$ cat config.mk
export PLATFORM = sky130hd
export DESIGN_NAME = dll_lock_ctrl
export DESIGN_NICKNAME = d
export VERILOG_FILES = /design/src/rtl/dll_pkg.sv /design/src/rtl/dll_sync.sv /design/src/rtl/dll_lock_ctrl.sv
export SDC_FILE = /design/constraint.sdc
export NUM_CORES = 1
export LEC_CHECK = 0
export CAP_MARGIN = 10
export CORE_MARGIN = 1
export CORE_UTILIZATION = 55
export CTS_BUF_LIST = sky130_fd_sc_hd__clkbuf_16
export CTS_CLUSTER_SIZE = 10
export DETAILED_ROUTE_END_ITERATION = 12
export PLACE_DENSITY = 0.75
export SETUP_SLACK_MARGIN = 0.2
export SLEW_MARGIN = 20
export SYNTH_ARGS = -nofsm -noshare
export SYNTH_HDL_FRONTEND = slang
export SYNTH_SLANG_ARGS = --single-unit
$ cat constraint.sdc
create_clock -name clk -period 4.2 [get_ports clk]
set_clock_uncertainty 0.2 [all_clocks]
set_input_delay 0.84 -clock clk [delete_from_list [all_inputs] [get_ports clk]]
set_output_delay 0.84 -clock clk [all_outputs]
set_load 0.02 [all_outputs]
$ cat src/rtl/dll_pkg.sv
// dll_pkg: shared types for the DLL lock controller.
// FSM states, vote decisions, step directions and mode codes.
package dll_pkg;

  typedef enum logic [2:0] {
    ST_IDLE,
    ST_SETTLE,
    ST_SAMPLE,
    ST_TRACK_SETTLE,
    ST_TRACK_SAMPLE
  } state_t;

  typedef enum logic [1:0] {
    DEC_EARLY,
    DEC_LATE,
    DEC_TIE
  } dec_t;

  typedef enum logic [1:0] {
    DIR_NONE,
    DIR_UP,
    DIR_DN
  } dir_t;

  localparam logic MODE_BB  = 1'b0;
  localparam logic MODE_SAR = 1'b1;

  // Majority vote: more than half early -> EARLY.
  function automatic dec_t vote_decide(
    input int unsigned votes,
    input int unsigned half
  );
    dec_t d;
    if (votes > half)
      d = DEC_EARLY;
    else if (votes < half)
      d = DEC_LATE;
    else
      d = DEC_TIE;
    return d;
  endfunction

endpackage

$ cat src/rtl/dll_sync.sv
// dll_sync: flop-chain synchroniser for async inputs.
// Resets to 0; output is the last stage of the chain.
module dll_sync #(
  parameter int STAGES = 2
) (
  input  logic clk,
  input  logic rst,
  input  logic i_d,
  output logic o_q
);

  logic [STAGES-1:0] r_chain;

  // Shift the async input through the chain.
  always_ff @(posedge clk or posedge rst) begin
    if (rst)
      r_chain <= '0;
    else
      r_chain <= (r_chain << 1) | STAGES'(i_d);
  end

  assign o_q = r_chain[STAGES-1];

endmodule

$ cat src/rtl/dll_lock_ctrl.sv
// dll_lock_ctrl: DLL tap-code controller.
// SAR or bang-bang acquisition, voted tracking, lock detect.
module dll_lock_ctrl
  import dll_pkg::*;
#(
  parameter int CODE_W        = 6,
  parameter int FILT_LOG2     = 3,
  parameter int SETTLE_CYCLES = 4,
  parameter int SYNC_STAGES   = 2,
  parameter int LOCK_WINDOWS  = 4
) (
  input  logic              clk,
  input  logic              rst,
  input  logic              en,
  input  logic              mode,
  input  logic              pd_early,
  output logic [CODE_W-1:0] delay_code,
  output logic              acq_done,
  output logic              locked,
  output logic              lock_lost,
  output logic              sat
);

  localparam int NSAMP   = 1 << FILT_LOG2;
  localparam int HALF    = NSAMP / 2;
  localparam int CNT_MAX =
    (SETTLE_CYCLES > NSAMP) ? SETTLE_CYCLES : NSAMP;
  localparam int CNT_W   = $clog2(CNT_MAX + 1);
  localparam int VOTE_W  = FILT_LOG2 + 1;
  localparam int BIT_W   = (CODE_W > 1) ? $clog2(CODE_W) : 1;
  localparam int LCK_W   = $clog2(LOCK_WINDOWS + 1);

  localparam logic [CODE_W-1:0] MID  = {1'b1, {(CODE_W-1){1'b0}}};
  localparam logic [CODE_W-1:0] MAXC = {CODE_W{1'b1}};
  localparam logic [LCK_W-1:0]  LMAX = LCK_W'(LOCK_WINDOWS);
  localparam logic [CNT_W-1:0]  SETL = CNT_W'(SETTLE_CYCLES - 1);
  localparam logic [CNT_W-1:0]  SMPL = CNT_W'(NSAMP - 1);

  state_t             r_state, w_state_nx;
  logic [CNT_W-1:0]   r_cnt, w_cnt_nx;
  logic [VOTE_W-1:0]  r_vote, w_vote_nx, w_vote_sum;
  logic [CODE_W-1:0]  r_code, w_code_nx;
  logic [BIT_W-1:0]   r_bit, w_bit_nx, w_bit_dn;
  logic [LCK_W-1:0]   r_lock_cnt, w_lock_cnt_nx;
  dir_t               r_dir, w_dir_nx, w_move;
  logic               r_acq, w_acq_nx;
  logic               r_locked, w_locked_nx;
  logic               r_lost, w_lost_nx;
  logic               r_sat, w_sat_nx;
  logic               w_pe_s;
  dec_t               w_dec;

  dll_sync #(
    .STAGES(SYNC_STAGES)
  ) u_sync (
    .clk (clk),
    .rst (rst),
    .i_d (pd_early),
    .o_q (w_pe_s)
  );

  assign w_vote_sum = r_vote + VOTE_W'(w_pe_s);
  assign w_dec      = vote_decide(32'(w_vote_sum), HALF);
  assign w_bit_dn   = r_bit - BIT_W'(1);

  // State and datapath registers.
  always_ff @(posedge clk or posedge rst) begin
    if (rst) begin
      r_state    <= ST_IDLE;
      r_cnt      <= '0;
      r_vote     <= '0;
      r_code     <= MID;
      r_bit      <= BIT_W'(CODE_W - 1);
      r_lock_cnt <= '0;
      r_dir      <= DIR_NONE;
      r_acq      <= 1'b0;
      r_locked   <= 1'b0;
      r_lost     <= 1'b0;
      r_sat      <= 1'b0;
    end else begin
      r_state    <= w_state_nx;
      r_cnt      <= w_cnt_nx;
      r_vote     <= w_vote_nx;
      r_code     <= w_code_nx;
      r_bit      <= w_bit_nx;
      r_lock_cnt <= w_lock_cnt_nx;
      r_dir      <= w_dir_nx;
      r_acq      <= w_acq_nx;
      r_locked   <= w_locked_nx;
      r_lost     <= w_lost_nx;
      r_sat      <= w_sat_nx;
    end
  end

  // Next state: settle/sample sequencing, SAR, tracking, lock.
  always_comb begin
    w_state_nx    = r_state;
    w_cnt_nx      = r_cnt;
    w_vote_nx     = r_vote;
    w_code_nx     = r_code;
    w_bit_nx      = r_bit;
    w_lock_cnt_nx = r_lock_cnt;
    w_dir_nx      = r_dir;
    w_acq_nx      = r_acq;
    w_locked_nx   = r_locked;
    w_lost_nx     = 1'b0;
    w_sat_nx      = 1'b0;
    w_move        = DIR_NONE;

    if (r_state != ST_IDLE && !en) begin
      // Disable: code holds, everything else drops quietly.
      w_state_nx    = ST_IDLE;
      w_cnt_nx      = '0;
      w_vote_nx     = '0;
      w_lock_cnt_nx = '0;
      w_dir_nx      = DIR_NONE;
      w_acq_nx      = 1'b0;
      w_locked_nx   = 1'b0;
    end else begin
      unique case (r_state)
        ST_IDLE: begin
          if (en) begin
            w_code_nx     = MID;
            w_bit_nx      = BIT_W'(CODE_W - 1);
            w_cnt_nx      = '0;
            w_vote_nx     = '0;
            w_lock_cnt_nx = '0;
            w_dir_nx      = DIR_NONE;
            if (mode == MODE_SAR) begin
              w_state_nx = ST_SETTLE;
            end else begin
              w_state_nx = ST_TRACK_SETTLE;
              w_acq_nx   = 1'b1;
            end
          end
        end

        ST_SETTLE, ST_TRACK_SETTLE: begin
          if (r_cnt == SETL) begin
            w_cnt_nx   = '0;
            w_state_nx = (r_state == ST_SETTLE) ?
                         ST_SAMPLE : ST_TRACK_SAMPLE;
          end else begin
            w_cnt_nx = r_cnt + CNT_W'(1);
          end
        end

        ST_SAMPLE: begin
          if (r_cnt == SMPL) begin
            w_cnt_nx  = '0;
            w_vote_nx = '0;
            if (w_dec == DEC_LATE)
              w_code_nx[r_bit] = 1'b0;
            if (r_bit != '0) begin
              w_code_nx[w_bit_dn] = 1'b1;
              w_bit_nx   = w_bit_dn;
              w_state_nx = ST_SETTLE;
            end else begin
              w_acq_nx      = 1'b1;
              w_state_nx    = ST_TRACK_SETTLE;
              w_dir_nx      = DIR_NONE;
              w_lock_cnt_nx = '0;
            end
          end else begin
            w_cnt_nx  = r_cnt + CNT_W'(1);
            w_vote_nx = w_vote_sum;
          end
        end

        ST_TRACK_SAMPLE: begin
          if (r_cnt == SMPL) begin
            w_cnt_nx   = '0;
            w_vote_nx  = '0;
            w_state_nx = ST_TRACK_SETTLE;
            unique case (w_dec)
              DEC_EARLY: begin
                w_move = DIR_UP;
                if (r_code == MAXC)
                  w_sat_nx = 1'b1;
                else
                  w_code_nx = r_code + CODE_W'(1);
              end
              DEC_LATE: begin
                w_move = DIR_DN;
                if (r_code == '0)
                  w_sat_nx = 1'b1;
                else
                  w_code_nx = r_code - CODE_W'(1);
              end
              default: w_move = DIR_NONE;
            endcase
            // Blocked steps still count as a move in their direction.
            if (w_move != DIR_NONE && w_move == r_dir) begin
              w_lock_cnt_nx = '0;
              if (r_locked) begin
                w_locked_nx = 1'b0;
                w_lost_nx   = 1'b1;
              end
            end else begin
              if (r_lock_cnt != LMAX)
                w_lock_cnt_nx = r_lock_cnt + LCK_W'(1);
              if (w_lock_cnt_nx == LMAX)
                w_locked_nx = 1'b1;
            end
            if (w_move != DIR_NONE)
              w_dir_nx = w_move;
          end else begin
            w_cnt_nx  = r_cnt + CNT_W'(1);
            w_vote_nx = w_vote_sum;
          end
        end

        default: w_state_nx = ST_IDLE;
      endcase
    end
  end

  assign delay_code = r_code;
  assign acq_done   = r_acq;
  assign locked     = r_locked;
  assign lock_lost  = r_lost;
  assign sat        = r_sat;

endmodule

==> impl_metrics.py, run 1 <==
metrics = {
    "timing": {
        "worstMarginPinSlew_ns": 0.668,
        "relSlewSlack_pct": 55.5,
        "finalSetupTns_ns": 0,
        "rsz0062_at_grt": "false",
        "period_needed_ns": 3.42,
        "fin_crit_sh_pct": 81.5,
        "drv_slew": 0,
        "setup_violations": 0,
        "finalHoldViolCount": 0,
        "timing.fmax_ghz": 0.292,
    },
    "route": {
        "post-route-drc-count": 0,
        "via_count": 2117,
        "vias_per_cell": 6.36,
        "ant_nets": 0,
        "avgRoutedWirePerCell_um": 16.5,
        "drt_iter0_markers": 143,
        "firstDrtPassIters": 4,
        "wl_um": 5490,
    },
    "synthesis": {
        "avgSynthCellArea_um2": 8.51,
        "ys.flop_type": "dfrtp_1",
        "synthTopCellsByArea": "dfrtp_1 (30%), ha_1 (5.9%), a21oi_1 (4.1%), o21ai_0 (4.1%), nand2_1 (3.5%)",
        "yosysSeqAreaShare_pct": 33.4,
        "synth.top_cell.area_share_pct": 30.1,
        "async_flop_share_pct": 100,
        "syn_nets": 291,
        "synth_edf_count": 0,
        "ys_ff_latch": 31,
        "netlist_area_um2": 2330,
        "yosysUniqueCellTypes": 64,
        "syn_inst": 274,
        "synth_top_cell_by_area": "dfrtp_1",
        "ys_warn_count": 0,
    },
    "setup_path": {
        "path_class": "reg -> reg",
        "crit_fanout": 8,
        "cp_slowest_stage_delay_ns": 0.36,
        "critPathTopFamily": "adder cells",
        "startpoint": "r_vote[0]",
        "end_kind": "register",
        "cp_slowest_cell": "nor3_1",
        "crit_path_frequent_cell": "ha_1",
        "cp_data_arrival_time_ns": 3.43,
        "critical_path_required_ns": 4.20,
        "startpoint_type": "register",
        "crit_path_cell_trace": "ha_1 > ha_1 > nand2_1 > nor3_1 > nor2_2 > inv_1 > ha_1 > a211oi_1 > o21bai_1 > a21oi_1 > xnor2_1 > a2bb2oi_1 > mux2_4",
        "regToRegStartpoint": "r_vote[0]",
        "regToRegSetupSlack_ns": 0.78,
        "crit_buf_inv": 1,
    },
    "final_layout": {
        "drive_gt1_share_pct": 8.48,
        "antenna_cells": 0,
        "fillers": 355,
        "nets": 299,
        "areaGrowthSynthToFinish_pct": 12.2,
        "fin_util_pct": 64.9,
    },
    "clock_network": {
        "ctsHoldBuffers": 0,
        "clock_sinks": 31,
        "post_cts_buffers": 0,
        "path_clk_slew_ns": 0.05,
        "root_buffer": "clkbuf_16",
        "htreeDepth": 2,
        "clk_latency_ns": 0.27,
        "clock_path_buffers": 2,
        "cts_buffers": 5,
        "cts_tree": "yes",
        "cts_resized": 0,
    },
    "global_routing": {
        "grt_remaining_overflow": 0,
        "grt_pass1_vias": 1955,
        "use_met1_pct": 38.6,
        "busiest_layer": "met2",
        "track_usage_pct": 27.2,
        "grt_max_degree": 28,
        "grtUsageMet3_pct": 5.82,
        "grt_pass1_wl_um": 9240,
        "grt_util_met2_pct": 41.8,
        "grt_antenna_before_repair": 0,
    },
    "floorplan": {
        "die_h_um": 67.1,
        "initial_core_util_pct": 57.9,
        "pin_count": 15,
        "die_area_um2": 4500,
        "fp.dieW_um": 67.1,
        "core_area_um2": 4030,
        "rows": 23,
    },
    "place": {
        "dp_hpwl_um": 3880,
        "port_buffers": 14,
        "gp_congestion": 0.886,
    },
    "hold_path": {
        "hold_class": "reg -> reg",
        "min_from": "u_sync.r_chain[0]",
    },
    "power": {
        "p_int_mw": 0.617,
        "vdd.ir_drop.worst_mv": 0.332,
        "powerDensity_nw_per_um2": 338,
        "sequentialPowerShare_pct": 40.0,
        "power.static_leakage_nw": 1.05,
        "swShare_pct": 30.3,
        "clockPowerShare_pct": 37.9,
        "p_sw_mw": 0.268,
        "p_comb_share_pct": 22.1,
    },
    "run_status": {
        "status": "completed",
    },
    "flow_run": {
        "drv_cap": 0,
    },
}
## logic make-up (layout without fill, tap and decap cells)
group | count (synthesis) | count (layout) | synth area share [%]
AOI/OAI and AO/OA | 92 | 92 | 27.7
xor gates and xnor gates | 5 | 5 | 1.88
muxes | 4 | 4 | 2.04
DFF | 31 | 31 | 33.4
adders and majority gates | 12 | 12 | 6.76
buffers and inverters | 29 | 38 | 5.26
and+or+nand+nor | 101 | 101 | 22.9
## cell type report
class / instances / area (um2) / area share [%]
flip-flops and latches: 31 / 779 / 29.8
repair buffers: 16 / 155 / 5.93
well taps: 50 / 62.6 / 2.39
multi-input cells: 214 / 1430 / 54.6
clock buffers: 5 / 125 / 4.78
inverters: 14 / 52.6 / 2.01
clock inverters: 3 / 11.3 / 0.431
## power groups by stage
stage               Clock (mW)  Combinational, mW  Sequential [mW]
floorplan                    0              0.142            0.353
global placement             0              0.190            0.356
detailed placement           0              0.193            0.357
CTS                      0.340              0.196            0.352
global route             0.357              0.215            0.357
finish                   0.336              0.196            0.354
## cells in the mapped netlist, drive strengths merged, types with 5 or more instances
library cell and instances:
a21oi 19, ha 11, nor3 13, nor2 19, a22o 6, a211oi 5, dfrtp 28, nand2b 7
o21ai 19, o22ai 7, nand2 22, inv 14, nand3 9, clkbuf 11
## placed cells by master, fill, tap and decap left out, types with 5 or more instances in the layout
cell | synthesis | final
nand3_1 | 9 | 9
ha_1 | 11 | 11
a22o_1 | 6 | 6
nor3_1 | 13 | 13
dfrtp_1 | 28 | 28
o22ai_1 | 7 | 7
inv_1 | 14 | 15
nand2b_1 | 7 | 7
nand2_1 | 22 | 22
clkbuf_16 | 0 | 5
clkdlybuf4s50_1 | 0 | 14
o21ai_0 | 19 | 19
nor2_1 | 18 | 18
a21oi_1 | 19 | 19
## through the flow
stage	worst slack, ns	power (mW)	hold slack (ns)	cells	area, um2
final	0.776	0.885	0.167	333	2620
after global routing	0.486	0.929	0.173	333	2620
after CTS	0.843	0.888	0.172	333	2620
after detailed placement	0.862	0.550	0.139	325	2480
after global placement	0.949	0.547	0.160	325	2480
after floorplan	1.19	0.494	0.131	274	2330
## flip-flops by register name (all words and copies together), names as in the netlist
name / count
acq_done: 1
delay_code: 6
lock_lost: 1
locked: 1
r_bit: 3
r_cnt: 4
r_dir: 2
r_lock_cnt: 3
r_state: 3
r_vote: 4
sat: 1
u_sync.r_chain: 2
## path summary, 6_finish.rpt
path / cells after the start / to
setup / recovery: 13 / delay_code[5]
hold / removal: 0 / u_sync.r_chain[1]
setup reg to reg: 13 / delay_code[5]
hold reg to reg: 0 / u_sync.r_chain[1]
max in group asynchronous: 3 / r_bit[0]
min in group asynchronous: 2 / u_sync.r_chain[0]
## layer usage
metal	wire length (um)	up-vias
li1	-	1033
met1	2540	995
met2	2550	77
met3	334	12
met4	74	0
met5	0	-
## worst register-to-register path, delay by kind of cell (launching register included)
kind | cells | cell delay (ns)
muxes | 1 | 0.27
DFF | 1 | 0.35
AOI/OAI and AO/OA | 4 | 0.67
adders and majority gates | 3 | 0.91
buffers and inverters | 1 | 0.23
xor gates and xnor gates | 1 | 0.09
and+or+nand+nor | 3 | 0.64
No activity file was read; power rests on OpenSTA's default activity.
==> inputs of run 2 (changes only) <==
Clock period 4.2 ns to 3.2 ns, I/O delays scaled along.
==> impl_metrics.py, run 2 (synthesis results as in run 1) <==
metrics = {
    "run_status": {
        "status": "completed",
    },
    "power": {
        "power.total_mw": 1.18,
        "swShare_pct": 30.2,
        "p_comb_share_pct": 23.1,
        "powerDensity_nw_per_um2": 431,
        "p_int_mw": 0.825,
        "power.static_leakage_nw": 1.09,
        "vdd.ir_drop.worst_mv": 0.360,
        "sequentialPowerShare_pct": 39.1,
        "clockPowerShare_pct": 37.8,
        "p_sw_mw": 0.357,
    },
    "floorplan": {
        "initial_core_util_pct": 57.9,
        "fp.dieW_um": 67.1,
        "rows": 23,
        "die_area_um2": 4500,
        "core_area_um2": 4030,
        "pin_count": 15,
        "die_h_um": 67.1,
    },
    "hold_path": {
        "hold-path-endpoint": "u_sync.r_chain[1]",
        "whs_path_depth": 0,
        "min_from": "u_sync.r_chain[0]",
        "hold_class": "reg -> reg",
    },
    "timing": {
        "setup_ws_ns": 0.366,
        "drv_slew": 0,
        "setup_violations": 0,
        "finalHoldViolCount": 0,
        "worstMarginPinSlew_ns": 0.588,
        "timing.fmax_ghz": 0.353,
        "period_needed_ns": 2.83,
        "rsz0062_at_grt": "false",
        "fin_crit_sh_pct": 88.6,
        "whs_ns": 0.152,
        "relSlewSlack_pct": 60.5,
        "finalSetupTns_ns": 0,
    },
    "clock_network": {
        "clk_latency_ns": 0.27,
        "cts_tree": "yes",
        "root_buffer": "clkbuf_16",
        "cts_buffers": 5,
        "clock_path_buffers": 2,
        "htreeDepth": 2,
        "path_clk_slew_ns": 0.05,
        "clock_sinks": 31,
    },
    "setup_path": {
        "crit_fanout": 6,
        "critical_path_required_ns": 3.16,
        "end_kind": "register",
        "regToRegSetupSlack_ns": 0.37,
        "r2r-end": "delay_code[2]",
        "reg2reg_depth": 10,
        "path_class": "reg -> reg",
        "regToRegStartpoint": "r_vote[0]",
        "startpoint_type": "register",
        "cp_data_arrival_time_ns": 2.79,
    },
    "flow_run": {
        "drv_cap": 0,
    },
    "place": {
        "place_ws_ns": 0.0923,
        "port_buffers": 14,
        "gp_congestion": 0.923,
        "dp_hpwl_um": 4100,
        "dp.cells": 333,
        "dpl_cell_area_um2": 2540,
    },
    "final_layout": {
        "instances_no_fill": 343,
        "drive_gt1_share_pct": 14.0,
        "nets": 309,
        "largest_reg_flops": 6,
        "final_common_cell": "dfrtp_1",
        "fin_util_pct": 68.1,
        "antenna_cells": 0,
        "areaGrowthSynthToFinish_pct": 17.7,
        "final_cell_mix": "dfrtp_1 (28), nand2_1 (22), o21ai_0 (19)",
        "fin_area_um2": 2740,
    },
    "route": {
        "via_count": 2188,
        "ant_nets": 0,
        "post-route-drc-count": 0,
        "avgRoutedWirePerCell_um": 16.4,
        "firstDrtPassIters": 5,
        "drt_iter0_markers": 200,
        "wl_um": 5630,
        "vias_per_cell": 6.38,
    },
    "global_routing": {
        "grt_max_degree": 23,
        "track_usage_pct": 28.8,
        "grt_remaining_overflow": 0,
        "grt_pass1_wl_um": 9740,
        "grt_pass1_vias": 2039,
        "grt_antenna_before_repair": 0,
    },
}
-- run 2: cell count changes in the layout (fill, tap and decap cells not counted) --
cell	change
buf_4	+10
ha_1	-2
ha_4	+2
nor3_1	-2
a211oi_1	-1
a211oi_2	+1
a21oi_1	-1
a21oi_2	+1
clkinvlp_4	+1
inv_1	-1
nor3_2	+1
nor3_4	+1
-- run 2: worst max path at each step --
stage | from | endpoint
final | r_vote[0] | delay_code[2]
after global placement | r_vote[0] | delay_code[5]
after floorplan | r_vote[0] | delay_code[5]
after global routing | r_vote[0] | delay_code[5]
after CTS | r_vote[0] | delay_code[2]
after detailed placement | r_vote[0] | delay_code[5]
-- run 2: power groups by stage --
stage                     logic, mW  clock network (mW)  registers [mW]
after detailed placement      0.262                   0           0.467
after global placement        0.259                   0           0.466
after floorplan               0.186                   0           0.463
after global routing          0.303               0.473           0.469
final                         0.273               0.447           0.462
after CTS                     0.264               0.457           0.461
-- run 2: layout make-up --
type                       instances  area (um2)
sequential                        31         779
inverter                          14        52.6
clock buffer                       5         125
multi-input combinational        214        1480
clock inverter                     3        15.0
fill                             327        1280
tap                               50        62.6
timing repair buffer              26         230
-- run 2: worst max-delay path: stages (launching register included) --
cell      delay, ns
dfrtp_1        0.39
ha_4           0.20
ha_4           0.16
buf_4          0.13
or3b_2         0.43
o41a_2         0.15
o32ai_1        0.31
a211oi_2       0.13
or2_1          0.26
buf_4          0.16
a22o_1         0.19
-- run 2: routing by layer --
metal | part of all wire (%) | routed length [um] | global-route usage [%] | up-vias
met3 | 5.5 | 310 | 4.97 | 4
met4 | 0.73 | 41 | 6.38 | 0
met1 | 47 | 2640 | 40.0 | 1045
met5 | 0 | 0 | 0 | -
li1 | - | - | - | 1064
met2 | 47 | 2640 | 46.5 | 75
-- run 2: repair_timing --
item	in CTS	in global routing
gates resized for setup	3	5
hold buffers	0	0
endpoints found under the hold margin	0	0
endpoints found under the setup margin	4	5
buffers inserted	0	2
pin swaps	0	2
==> inputs of run 3 (changes only) <==
Settings changed: CORE_MARGIN 1 to 1.5.
==> impl_metrics.py, run 3 (synthesis results as in run 1) <==
metrics = {
    "run_status": {
        "status": "completed",
    },
    "floorplan": {
        "core_area_um2": 4030,
        "die_area_um2": 4640,
        "rows": 23,
        "fp.dieW_um": 68.1,
        "die_h_um": 68.1,
        "pin_count": 15,
        "initial_core_util_pct": 57.9,
    },
    "timing": {
        "fin_crit_sh_pct": 88.4,
        "timing.fmax_ghz": 0.353,
        "period_needed_ns": 2.83,
        "relSlewSlack_pct": 55.1,
        "rsz0062_at_grt": "false",
        "drv_slew": 0,
        "worstMarginPinSlew_ns": 0.668,
        "whs_ns": 0.179,
        "finalHoldViolCount": 0,
        "setup_violations": 0,
        "finalSetupTns_ns": 0,
    },
    "setup_path": {
        "crit_fanout": 8,
        "crit_buf_inv": 2,
        "reg2reg_depth": 14,
        "crit_path_cell_trace": "ha_4 > ha_4 > nand2_1 > nor3_4 > nor2_2 > inv_1 > buf_4 > ha_4 > o21ai_0 > o21bai_1 > a21oi_2 > xnor2_1 > a2bb2oi_1 > mux2_4",
        "regToRegStartpoint": "r_vote[0]",
        "cp_slowest_cell": "dfrtp_1",
        "critical_path_required_ns": 3.20,
        "cp_num_cells": 14,
        "startpoint_type": "register",
        "cp_data_arrival_time_ns": 2.83,
        "startpoint": "r_vote[0]",
        "crit_path_frequent_cell": "ha_4",
        "path_class": "reg -> reg",
        "critPathTopFamily": "adder cells",
        "cp_slowest_stage_delay_ns": 0.41,
        "end_kind": "register",
    },
    "clock_network": {
        "path_clk_slew_ns": 0.05,
        "clock_sinks": 31,
        "clock_path_buffers": 2,
        "clk_latency_ns": 0.27,
        "htreeDepth": 2,
        "cts_tree": "yes",
        "ctsHoldBuffers": 0,
        "cts_buffers": 5,
        "root_buffer": "clkbuf_16",
    },
    "power": {
        "p_sw_mw": 0.365,
        "p_int_mw": 0.829,
        "vdd.ir_drop.worst_mv": 0.416,
        "p_comb_share_pct": 23.5,
        "power.static_leakage_nw": 1.09,
        "clockPowerShare_pct": 37.9,
        "sequentialPowerShare_pct": 38.6,
        "swShare_pct": 30.6,
        "powerDensity_nw_per_um2": 435,
    },
    "global_routing": {
        "grt_max_degree": 32,
        "busiest_layer": "met2",
        "grt_remaining_overflow": 0,
        "grt_pass1_vias": 2011,
        "grtUsageMet3_pct": 5.43,
        "grt_antenna_before_repair": 0,
        "grt_util_met2_pct": 42.6,
        "grt_pass1_wl_um": 9520,
        "track_usage_pct": 27.5,
        "use_met1_pct": 38.8,
    },
    "place": {
        "gp_congestion": 0.865,
        "dp_hpwl_um": 4070,
        "port_buffers": 14,
    },
    "route": {
        "ant_nets": 0,
        "via_count": 2166,
        "drt_iter0_markers": 188,
        "firstDrtPassIters": 5,
        "wl_um": 5890,
        "vias_per_cell": 6.35,
        "post-route-drc-count": 0,
        "avgRoutedWirePerCell_um": 17.3,
    },
    "final_layout": {
        "largest_reg_flops": 6,
        "nets": 307,
        "final_common_cell": "dfrtp_1",
        "final_cell_mix": "dfrtp_1 (28), nand2_1 (22), o21ai_0 (19)",
        "drive_gt1_share_pct": 14.4,
        "areaGrowthSynthToFinish_pct": 17.6,
        "antenna_cells": 0,
    },
    "hold_path": {
        "min_from": "u_sync.r_chain[0]",
        "whs_path_depth": 0,
        "hold_class": "reg -> reg",
    },
    "flow_run": {
        "drv_cap": 0,
    },
}
## run 3: cell types whose count changed in the layout (fill, tap and decap cells not counted), sizes merged
cell and change:
clkinv +1, buf -2, clkinvlp -1
## run 3: final cells by class
cell class	instances	area, um2
tap	50	62.6
timing repair buffer	24	215
clock inverter	3	15.0
inverter	14	52.6
fill	327	1290
sequential	31	779
multi-input combinational	214	1490
clock buffer	5	125
## run 3: final timing paths
| check | to | slack [ns] |
|---|---|---|
| max | delay_code[5] | 0.37 |
| min | u_sync.r_chain[1] | 0.18 |
| max reg2reg | delay_code[5] | 0.37 |
| min reg2reg | u_sync.r_chain[1] | 0.18 |
| max in group asynchronous | r_bit[2] | 1.89 |
| min in group asynchronous | r_lock_cnt[2] | 0.57 |
## run 3: metal layers
layer | wire, um | vias to the layer above
met1 | 2750 | 1022
met2 | 2690 | 80
met3 | 343 | 12
li1 | - | 1052
met4 | 103 | 0
met5 | 0 | -
## run 3: metrics by stage
step | cells | power (mW) | worst slack, ns | instance area [um2] | util, %
final | 341 | 1.19 | 0.371 | 2740 | 68.0
after floorplan | 274 | 0.649 | 0.217 | 2340 | -
after global routing | 341 | 1.25 | 0.227 | 2740 | 68.0
after global placement | 333 | 0.732 | 0.198 | 2540 | 63.1
after CTS | 341 | 1.19 | 0.207 | 2700 | 67.0
after detailed placement | 333 | 0.733 | -0.0294 | 2540 | 63.1
## run 3: what timing repair did
item,CTS,global route
setup buffers,0,0
gates resized for setup,4,5
pin swaps,0,1
endpoints found under the setup margin,3,2
gates cloned,0,0
## run 3: power groups by stage
| stage | logic [mW] | clock network (mW) | registers, mW |
|---|---|---|---|
| finish | 0.280 | 0.452 | 0.461 |
| global route | 0.306 | 0.475 | 0.468 |
| CTS | 0.271 | 0.457 | 0.460 |
| detailed placement | 0.268 | 0 | 0.465 |
| global placement | 0.266 | 0 | 0.466 |
| floorplan | 0.186 | 0 | 0.463 |
